$ cat src/rtl/if_fetch_ctrl.sv
// IF-stage fetch sequencer: PC, imem req/ack, IF/ID register, redirect/stall/flush.
// Optional `IF_MISALIGN_EN traps misaligned redirect targets into ERR.
module if_fetch_ctrl #(
  parameter logic [31:0] RESET_PC    = 32'h0000_0000,
  parameter logic [31:0] NOP_INSTR   = 32'h0000_0013,
  parameter int          MEM_TIMEOUT = 15
) (
  input  logic        clock,
  input  logic        reset,
  input  logic        exMemPc,
  input  logic [31:0] exMemIn,
  input  logic        stall,
  output logic        imem_req,
  output logic [31:0] imem_addr,
  input  logic        imem_ack,
  input  logic [31:0] imem_rdata,
  output logic [31:0] pc,
  output logic [31:0] ifIdInstruction,
  output logic [31:0] ifIdIn,
  output logic        if_valid,
  output logic        fetch_err,
  output logic        misalign
);

  localparam int TW = (MEM_TIMEOUT > 0) ? $clog2(MEM_TIMEOUT + 1) : 1;
  localparam int TL = (MEM_TIMEOUT > 0) ? MEM_TIMEOUT - 1 : 0;

  typedef enum logic [1:0] {
    IDLE,
    FETCH,
    HOLD,
    ERR
  } state_t;

  state_t        r_state;
  logic [31:0]   r_pc;
  logic [31:0]   r_ins;
  logic [31:0]   r_npc;
  logic          r_vld;
  logic          r_err;
  logic [31:0]   r_hold_ins;
  logic [31:0]   r_hold_npc;
  logic          r_hold_vld;
  logic [TW-1:0] r_tcnt;

  logic [31:0]   w_tgt;
  logic          w_bad;
  logic          w_ack;
  logic          w_tmo;
  logic [31:0]   w_npc;

  assign w_npc = r_pc + 32'd4;
  assign w_ack = (r_state == FETCH) && imem_ack;
  assign w_tmo = (MEM_TIMEOUT != 0) && (r_tcnt == TW'(TL));

`ifdef IF_MISALIGN_EN
  logic r_mis;

  assign w_tgt    = exMemIn;
  assign w_bad    = |exMemIn[1:0];
  assign misalign = r_mis;

  always_ff @(posedge clock or posedge reset) begin
    if (reset) begin
      r_mis <= 1'b0;
    end else if (r_state != ERR && exMemPc && w_bad) begin
      r_mis <= 1'b1;
    end
  end
`else
  logic w_unused_lsb;

  assign w_unused_lsb = |exMemIn[1:0];
  assign w_tgt        = {exMemIn[31:2], 2'b00};
  assign w_bad        = 1'b0;
  assign misalign     = 1'b0;
`endif

  assign imem_req        = (r_state == FETCH);
  assign imem_addr       = r_pc;
  assign pc              = r_pc;
  assign ifIdInstruction = r_ins;
  assign ifIdIn          = r_npc;
  assign if_valid        = r_vld;
  assign fetch_err       = r_err;

  always_ff @(posedge clock or posedge reset) begin
    if (reset) begin
      r_state    <= IDLE;
      r_pc       <= RESET_PC;
      r_ins      <= NOP_INSTR;
      r_npc      <= '0;
      r_vld      <= 1'b0;
      r_err      <= 1'b0;
      r_hold_ins <= '0;
      r_hold_npc <= '0;
      r_hold_vld <= 1'b0;
      r_tcnt     <= '0;
    end else if (r_state == ERR) begin
      r_ins  <= NOP_INSTR;
      r_vld  <= 1'b0;
      r_tcnt <= '0;
    end else if (exMemPc) begin
      // Redirect beats ack, stall and timeout alike.
      r_pc       <= w_tgt;
      r_ins      <= NOP_INSTR;
      r_npc      <= '0;
      r_vld      <= 1'b0;
      r_hold_vld <= 1'b0;
      r_tcnt     <= '0;
      if (w_bad) begin
        r_state <= ERR;
        r_err   <= 1'b1;
      end else begin
        r_state <= FETCH;
      end
    end else begin
      unique case (r_state)
        IDLE: begin
          r_state <= FETCH;
          r_tcnt  <= '0;
        end
        FETCH: begin
          if (w_ack) begin
            r_pc   <= w_npc;
            r_tcnt <= '0;
            if (stall) begin
              r_hold_ins <= imem_rdata;
              r_hold_npc <= w_npc;
              r_hold_vld <= 1'b1;
              r_state    <= HOLD;
            end else begin
              r_ins <= imem_rdata;
              r_npc <= w_npc;
              r_vld <= 1'b1;
            end
          end else begin
            if (!stall) begin
              r_ins <= NOP_INSTR;
              r_vld <= 1'b0;
            end
            if (w_tmo) begin
              r_state <= ERR;
              r_err   <= 1'b1;
              r_tcnt  <= '0;
            end else begin
              r_tcnt <= r_tcnt + 1'b1;
            end
          end
        end
        HOLD: begin
          r_tcnt <= '0;
          if (!stall) begin
            r_ins      <= r_hold_ins;
            r_npc      <= r_hold_npc;
            r_vld      <= r_hold_vld;
            r_hold_vld <= 1'b0;
            r_state    <= FETCH;
          end
        end
        default: begin
          r_state <= ERR;
        end
      endcase
    end
  end

endmodule

$ cat config.mk
export PLATFORM = sky130hd
export DESIGN_NAME = if_fetch_ctrl
export DESIGN_NICKNAME = d
export VERILOG_FILES = /design/src/rtl/if_fetch_ctrl.sv
export SDC_FILE = /design/constraint.sdc
export NUM_CORES = 1
export LEC_CHECK = 0
export ABC_AREA = 1
export ABC_CLOCK_PERIOD_IN_PS = 6300
export CORE_ASPECT_RATIO = 0.75
export CORE_MARGIN = 2
export CORE_UTILIZATION = 50
export DETAILED_ROUTE_END_ITERATION = 10
export PLACE_DENSITY = 0.82
export SYNTH_ARGS = -nofsm -noshare
export SYNTH_HDL_FRONTEND = slang
export SYNTH_SLANG_ARGS = --single-unit
$ cat constraint.sdc
create_clock -name clock -period 6.3 [get_ports clock]
set_input_delay 1.26 -clock clock [delete_from_list [all_inputs] [get_ports clock]]
set_output_delay 1.26 -clock clock [all_outputs]
set_load 0.1 [all_outputs]
After elaboration in Yosys (flattened, before gate mapping)
Index checks and enable logic that the tools add are counted.

Output and inout bits: 132. Input port bits: 69. Word-level logic and storage cells: 79. Register bits: 169.

Bitwise logic cells: 3. Add/subtract/negate cells: 2. Mux-type cells: 37. Reduce and logical (&&, ||, !) cells: 15. Equality and inequality tests: 12.

Operators with widths (number): $mux W32 (13); $pmux W32 S2 (2); $add A32 B3 Y32 const B (1); $reduce_and A5 Y1 (4); $mux W4 (4); $mux W2 (5); $mux W1 (9); $ne A3 B3 Y1 const B (3); $ne A4 B4 Y1 const B (2); $pmux W4 S2 (1); $reduce_bool A4 Y1 (2); $pmux W2 S3 (1); $reduce_and A3 Y1 (2); $add A4 B1 Y4 const B (1); $eq A2 B2 Y1 const B (2); $eq A4 B4 Y1 const B (1); $ne A4 B2 Y1 const B (1); $ne A4 B3 Y1 const B (1); $pmux W1 S2 (2); $reduce_and A4 Y1 (1); $reduce_bool A2 Y1 (2); $ne A3 B2 Y1 const B (1); $not A1 Y1 (3); $reduce_bool A3 Y1 (1); other kinds (4) (4).

Logic depth before layout (Yosys ltp)
Gate-level depths: netlist (run 1).

Depth after elaboration: 6. Mapped depth: 11. Depth with buffers taken out: 10.

Worst setup path after synthesis (run 1)
OpenSTA, ideal clock, no wires.

Path kind: reg2out. From: register r_pc[12], in the netlist imem_addr[12]. To: output port pc[12]. Arrival: 1.419 ns. Setup slack: 3.621 ns. Required time: 5.040 ns. Buffers on the path: 1. Cell stages (with the launch flop): 2. Cells stage by stage: dfrtp_1 -> buf_4.

RTL lines: from (decl) (line 36) `logic [31:0] r_pc;`; from (signal assigned) (line 105) `r_pc <= w_tgt;`; from (signal assigned) (line 125) `r_pc <= w_npc;`; to (decl) (line 17) `output logic [31:0] pc,`.

No word-level cell between the ends.

Worst setup path after layout (run 1)
From: register r_pc[2], in the netlist imem_addr[2]. To: output port pc[2].

No word-level cell between the ends.

==> results of run 1 <==
[cell families (layout without fill, tap and decap cells)]
group           count (synthesis)  in the layout  share of synthesized area (%)
compound gates                132            132                           8.40
xor+xnor                        7              7                          0.724
fa+ha+maj                       3              3                          0.443
buf+inv                       168            315                           9.79
flops                         164            164                           48.5
other cells                     1              5                         0.0443
simple gates                  669            669                           32.1
[through the flow]
step,util (%),hold slack [ns]
6_report,64.8,0.474
5_1_grt,64.8,0.491
4_1_cts,64.8,0.476
3_5_place_dp,61.3,0.460
3_3_place_gp,61.3,0.454
2_1_floorplan,-,0.442
[worst max path at each step]
stage | startpoint | to | slack [ns] | cells after the start
3_3_place_gp | exMemPc | ifIdInstruction[9] | 2.50 | 9
2_1_floorplan | reset | fetch_err | 0.61 | 1
4_1_cts | imem_addr[2] | pc[2] | 2.79 | 1
5_1_grt | exMemPc | ifIdInstruction[31] | 2.70 | 9
6_report | imem_addr[2] | pc[2] | 2.77 | 1
3_5_place_dp | exMemPc | ifIdInstruction[5] | 2.46 | 9
[area by class of cell]
cell class,instances,area [um2]
fill,1472,5890
sequential,164,4110
multi-input combinational,816,3560
timing repair buffer,204,2010
clock buffer,19,453
inverter,79,302
tap,215,269
clock inverter,13,135
[flip-flops by register name (all words and copies together) (netlist names)]
| name | flops |
|---|---|
| imem_addr | 30 |
| r_hold_vld | 1 |
| ifIdInstruction | 32 |
| r_state | 2 |
| r_tcnt | 4 |
| ifIdIn | 31 |
| r_hold_ins | 32 |
| if_valid | 1 |
| fetch_err | 1 |
| r_hold_npc | 30 |
[cell usage in the layout, fill, tap and decap left out, types with 12 or more instances in the layout]
cell type,instances
clkbuf_16,17
o21ai_0,71
nand2_1,407
o22ai_1,19
dfrtp_1,161
inv_1,72
a31oi_1,12
clkdlybuf4s50_1,193
nor2_1,145
nand3_1,93
a21oi_1,13
o21ai_1,12
[per-layer routing]
| layer | vias up | global-route usage, % | share of wire (%) |
|---|---|---|---|
| li1 | 3851 | - | - |
| met3 | 28 | 6.86 | 9.5 |
| met5 | - | 0 | 0 |
| met4 | 0 | 6.73 | 1.3 |
| met1 | 3700 | 42.6 | 48 |
| met2 | 352 | 39.0 | 42 |
==> flow_summary.toml, run 1 <==
[synth]
synth_seq_area_share_pct = 48.5
syn_area_per_cell_um2 = 7.40
synth-warning-count = 0
netlist_area_um2 = 8470
async_flop_share_pct = 100
synth_area_leaders = "dfrtp_1 (48%), nand2_1 (18%), nor2_1 (6.5%)"
synth_area_leader_cell = "dfrtp_1"
synth_top_area_share_pct = 47.6
ys_types = 34
synthTopCellsByCount = "nand2_1 (407), dfrtp_1 (161), nor2_1 (146), nand3_1 (93), inv_1 (73)"
syn_inst = 1144
ys_seq_elements = 164
synth.most_common_cell = "nand2_1"
synth-edff-count = 0
synthFlopType = "dfrtp_1"

[clock_network]
postCtsResizedCells = 0
cts_buffers = 17
clkTransAtPathRegs_ns = 0.06
htreeDepth = 4
cts_hold_buf = 0
clkSinkCount = 164
cts_buffer_depth = 2
post_cts.repair.setup_buffers = 0
cts-root-buf = "clkbuf_16"
insertion_delay_ns = 0.43
cts_tree = "done"

[routing]
vias = 7931
remaining_drc_errors = 0
drtPass1Iterations = 5
vias_per_cell = 5.25
detail-route-antenna-nets = 0
routed_wl_mm = 24.4
wl_per_cell_um = 16.2
drtIter0Drc = 722

[worst_setup_path]
arrival_ns = 2.27
timing.rr.start = "r_state[1]"
cp_cell_sequence = "clkdlybuf4s50_1"
crit_path_max_fanout = 8
worstSetupStartpointType = "register"
reg2reg_slack_ns = 3.67
critPathKind = "register to output port"
r2r_cells = 7
required_ns = 5.04
cpMaxStageDelayCell = "clkdlybuf4s50_1"
cp_top_family = "buffers and inverters"
slowest_delay_ns = 1.22
rr_endpoint = "ifIdIn[10]"
critPathCaptureType = "output port"
path_buf_inv = 1

[worst_hold_path]
hp-class = "register to register"
min_path_cells = 2
hp-start = "ifIdInstruction[9]"
whs_endpoint = "ifIdInstruction[9]"

[global_routing]
grt_max_degree = 84
grt_pass1_vias = 7380
grt_usage_pct = 27.6
grt_pass1_wl_mm = 39.0
grt_overflow = 0
antenna_found_initial = 0

[floorplanning]
ios = 201
die_x_um = 154
dieArea_um2 = 18000
start_util_pct = 50.7
core_um2 = 16700
rows = 41
die_h_um = 117

[finish]
nets = 1354
fin_area_um2 = 10800
syn2layout_area_growth_pct = 27.9
drive_gt1_share_pct = 5.10
diodes = 0
fin_cells = 1510

[timing]
worst_pin_slew_ns = 1.03
slew_violations = 0
min_period_ns = 3.53
skew_ns = 0.0136
max-slew-margin-rel_pct = 30.9
hold_viol_final = 0
fin_ws_ns = 2.77
max_freq_ghz = 0.284
fin_tns_setup_ns = 0
rsz0062_at_grt = "false"
setup_viol = 0
finalCritPeriodShare_pct = 56.0

[job]
cap_violations = 0

[placed_design]
gp_congestion = 0.962
post_dp_cell_area_um2 = 10200
io_buffer_count = 193
place_ws_ns = 2.46
hpwl_mm = 16.8
dp_cells = 1478

[status]
run_status = "finished, final reports clean"
Power of run 1 is left out: the tool's default activity adds up to more than one toggle a clock period on the data nets, which glitch-free logic cannot reach.
==> run 2, diff against run 1 <==
Settings changed: ABC_CLOCK_PERIOD_IN_PS 6300 to 3700.
Clock period 6.3 ns to 3.7 ns, I/O delays scaled along.
==> flow_summary.toml, run 2 (synthesis results as in run 1) <==
[global_routing]
grt_overflow = 0
grt_usage_pct = 27.7
grt_pass1_wl_mm = 39.0
grt_pass1_vias = 7651
grt_max_degree = 78
antenna_found_initial = 1

[clock_network]
htreeDepth = 4
clkSinkCount = 164
cts_hold_buf = 0
cts_tree = "done"
postCtsResizedCells = 0
cts_buffer_depth = 2
cts-root-buf = "clkbuf_16"
post_cts.repair.setup_buffers = 0
cts_buffers = 17
insertion_delay_ns = 0.44
clkTransAtPathRegs_ns = 0.07

[worst_setup_path]
arrival_ns = 2.20
cpMaxStageDelayCell = "clkdlybuf4s50_1"
crit_path_max_fanout = 8
reg2reg_slack_ns = 1.23
worstSetupStartpointType = "register"
required_ns = 2.96
rr_endpoint = "if_valid"
path_buf_inv = 1
cp_num_cells = 1
slowest_delay_ns = 1.21
timing.rr.start = "r_state[0]"
critPathCaptureType = "output port"
cp_top_family = "buffers and inverters"
critPathKind = "register to output port"
r2r_cells = 7
cp_cell_sequence = "clkdlybuf4s50_1"

[job]
cap_violations = 0

[worst_hold_path]
whs_endpoint = "ifIdIn[18]"
hp-start = "ifIdIn[18]"
hp-class = "register to register"
min_path_cells = 2

[timing]
rsz0062_at_grt = "false"
max-slew-margin-rel_pct = 30.5
skew_ns = 0.0148
min_period_ns = 2.94
max_freq_ghz = 0.341
finalCritPeriodShare_pct = 79.3
hold_viol_final = 0
slew_violations = 0
setup_viol = 0
fin_tns_setup_ns = 0
worst_pin_slew_ns = 1.04

[routing]
detail-route-antenna-nets = 0
vias_per_cell = 5.40
routed_wl_mm = 24.4
wl_per_cell_um = 16.1
drtPass1Iterations = 8
vias = 8167
drtIter0Drc = 789
remaining_drc_errors = 0

[placed_design]
dp_cells = 1480
post_dp_cell_area_um2 = 10300
gp_congestion = 0.935
hpwl_mm = 17.0
io_buffer_count = 193

[power]
max-vdd-ir-drop_v = 0.000888
p_per_area_nw_per_um2 = 1040
power_frac_seq_pct = 26.9
pwr-share-comb_pct = 57.9
switchingPower_uw = 6510
leakagePower_uw = 0.00528
p_clk_share_pct = 15.2
p_int_uw = 4790
switching_share_pct = 57.6

[finish]
fin_area_um2 = 10800
nets = 1356
final_cell_mix = "nand2_1 (407), clkdlybuf4s50_1 (186), dfrtp_1 (161), nor2_1 (145), nand3_1 (93)"
drive_gt1_share_pct = 5.78
fin_cells = 1513
layout_commonest_cell = "nand2_1"
syn2layout_area_growth_pct = 27.9

[floorplanning]
start_util_pct = 50.7
die_x_um = 154
core_um2 = 16700
dieArea_um2 = 18000
die_h_um = 117
ios = 201
rows = 41

[status]
run_status = "finished, final reports clean"
## run 2: cell type report
cell class | count | area, um2
multi-input cells | 816 | 3560
repair buffers | 206 | 2040
fillers | 1417 | 5890
clock buffers | 17 | 425
flip-flops and latches | 164 | 4110
clock inverters | 15 | 136
well taps | 215 | 269
inverters | 79 | 300
diodes | 1 | 2.50
## run 2: power groups by stage
stage / clock network, uW / registers [uW] / logic, uW
4_1_cts: 1730 / 3020 / 6530
6_report: 1720 / 3040 / 6550
3_3_place_gp: 0 / 3020 / 6420
2_1_floorplan: 0 / 5120 / 3050
3_5_place_dp: 0 / 3040 / 6500
5_1_grt: 1800 / 3120 / 6910
## run 2: how the worst max path moves through the flow
stage / slack, ns / from / to
after detailed placement: 0.61 / exMemPc / ifIdIn[13]
after global placement: 0.63 / exMemPc / ifIdIn[8]
final: 0.76 / imem_addr[12] / pc[12]
after global routing: 0.70 / imem_addr[12] / imem_addr[12]
after floorplan: 0.88 / reset / fetch_err
after CTS: 0.77 / imem_addr[12] / pc[12]
## run 2: through the flow
stage | setup slack [ns] | hold WS, ns | power, uW | util (%)
after floorplan | 0.878 | 0.442 | 8170 | -
after global placement | 0.632 | 0.454 | 9440 | 61.4
after detailed placement | 0.606 | 0.463 | 9540 | 61.4
after CTS | 0.772 | 0.480 | 11300 | 64.8
after global routing | 0.702 | 0.498 | 11800 | 64.8
final | 0.764 | 0.478 | 11300 | 64.8
## run 2: per-layer routing
metal  track usage [%]  routed length (um)  up-vias
met1              40.5               11100     3879
met5                 0                   0        -
met4              8.58                 444        0
met2              40.9               10400      387
met3              7.09                2430       40
li1                  -                   -     3861
(Power assumes the default switching activity.)
==> run 3, diff against run 2 <==
Settings changed: ABC_CLOCK_PERIOD_IN_PS 3700 to 2600, CORE_UTILIZATION 50 to 46, PLACE_DENSITY 0.82 to 0.8.
Clock period 3.7 ns to 2.6 ns, I/O delays scaled along.
==> flow_summary.toml, run 3 (synthesis results as in run 1) <==
[status]
run_status = "finished, final reports clean"

[worst_setup_path]
critPathCaptureType = "register"
worstSetupStartpointType = "register"
path_common_cell = "nand2_1"
cp-endpoint = "imem_addr[28]"
critPathKind = "register to register"
path_buf_inv = 0
cpMaxStageDelayCell = "dfrtp_1"
slowest_delay_ns = 0.57
required_ns = 2.92
cp-startpoint = "imem_addr[2]"
cp_top_family = "simple AND/OR/NAND/NOR gates"
crit_path_max_fanout = 8
timing.rr.start = "imem_addr[2]"
cp_num_cells = 10
r2r_cells = 10
cp_cell_sequence = "ha_1 > nand2_1 > nor2_4 > nand2_1 > nor2_1 > nand2_1 > nand2_1 > nand3_1 > nand2_1 > nand2_1"
rr_endpoint = "imem_addr[28]"
arrival_ns = 2.51
reg2reg_slack_ns = 0.41

[timing]
skew_ns = 0.00935
max_freq_ghz = 0.457
setup_viol = 0
max-slew-margin-rel_pct = 62.5
rsz0062_at_grt = "false"
fin_tns_setup_ns = 0
min_period_ns = 2.19
worst_pin_slew_ns = 0.563
slew_violations = 0
finalCritPeriodShare_pct = 84.1
hold_viol_final = 0

[finish]
fillCellCount = 1601
diodes = 0
layout_commonest_cell = "nand2_1"
syn2layout_area_growth_pct = 25.7
final_cell_mix = "nand2_1 (407), dfrtp_1 (161), nor2_1 (145), buf_4 (140), nand3_1 (93)"
nets = 1360
drive_gt1_share_pct = 15.3

[routing]
vias_per_cell = 5.21
vias = 8035
drtPass1Iterations = 5
remaining_drc_errors = 0
routed_wl_mm = 24.4
wl_per_cell_um = 15.8
drtIter0Drc = 869
detail-route-antenna-nets = 0

[clock_network]
cts_hold_buf = 0
cts_buffer_depth = 2
htreeDepth = 4
post_cts.repair.setup_buffers = 0
clkTransAtPathRegs_ns = 0.07
postCtsResizedCells = 0
cts-root-buf = "clkbuf_16"
cts_buffers = 17
cts_tree = "done"
clkSinkCount = 164
insertion_delay_ns = 0.43

[placed_design]
hpwl_mm = 17.2
io_buffer_count = 193
gp_congestion = 0.917

[global_routing]
antenna_found_initial = 0
grt_pass1_vias = 7455
grt_usage_pct = 25.4
grt_max_degree = 78
grt_overflow = 0
grt_pass1_wl_mm = 38.8

[floorplanning]
core_um2 = 17800
dieArea_um2 = 19500
start_util_pct = 47.5
die_h_um = 122
rows = 42
ios = 201
die_x_um = 161

[job]
cap_violations = 0

[worst_hold_path]
hp-class = "input pin to async pin"
==> run 3: cell count changes in the layout (fill, tap and decap cells not counted), sizes merged <==
| cell | previous run | this run |
|---|---|---|
| buf | 20 | 144 |
| clkdlybuf4s50 | 186 | 66 |
| clkinvlp | 3 | 6 |
| clkinv | 4 | 2 |
| inv | 87 | 85 |
| bufinv | 0 | 1 |
| diode | 1 | 0 |
==> run 3: how the worst min path moves through the flow <==
| stage | endpoint | slack [ns] | cells past startpoint |
|---|---|---|---|
| after floorplan | r_hold_vld | 0.44 | 2 |
| after global placement | r_hold_ins[0] | 0.46 | 2 |
| after detailed placement | r_hold_ins[0] | 0.46 | 2 |
| after CTS | r_hold_ins[4] | 0.41 | 2 |
| after global routing | r_hold_ins[4] | 0.43 | 2 |
| final | r_hold_ins[4] | 0.41 | 2 |
==> run 3: final cells by class <==
cell class	instances	area, um2	share of cell area, %
sequential	164	4110	38.6
tap	242	303	2.84
clock buffer	17	425	3.99
clock inverter	15	166	1.56
timing repair buffer	210	1790	16.8
inverter	79	300	2.82
multi-input combinational	816	3560	33.4
==> run 3: routing by layer <==
metal / wire (um) / GRT usage, % / vias to the layer above
met2: 10300 / 36.1 / 352
met4: 426 / 7.53 / 0
met5: 0 / 0 / -
met1: 11500 / 38.4 / 3791
met3: 2160 / 6.25 / 28
li1: - / - / 3864
==> run 3: stage by stage <==
stage	instance area [um2]	hold slack (ns)	std cells	utilization (%)	worst slack, ns
after floorplan	8490	0.442	1148	-	-0.00234
after global routing	10700	0.430	1543	59.8	0.218
final	10700	0.414	1543	59.8	0.413
after global placement	10100	0.456	1511	56.5	0.293
after CTS	10700	0.411	1543	59.8	0.447
after detailed placement	10100	0.461	1511	56.5	0.235
Power of run 3 is left out for the same reason.
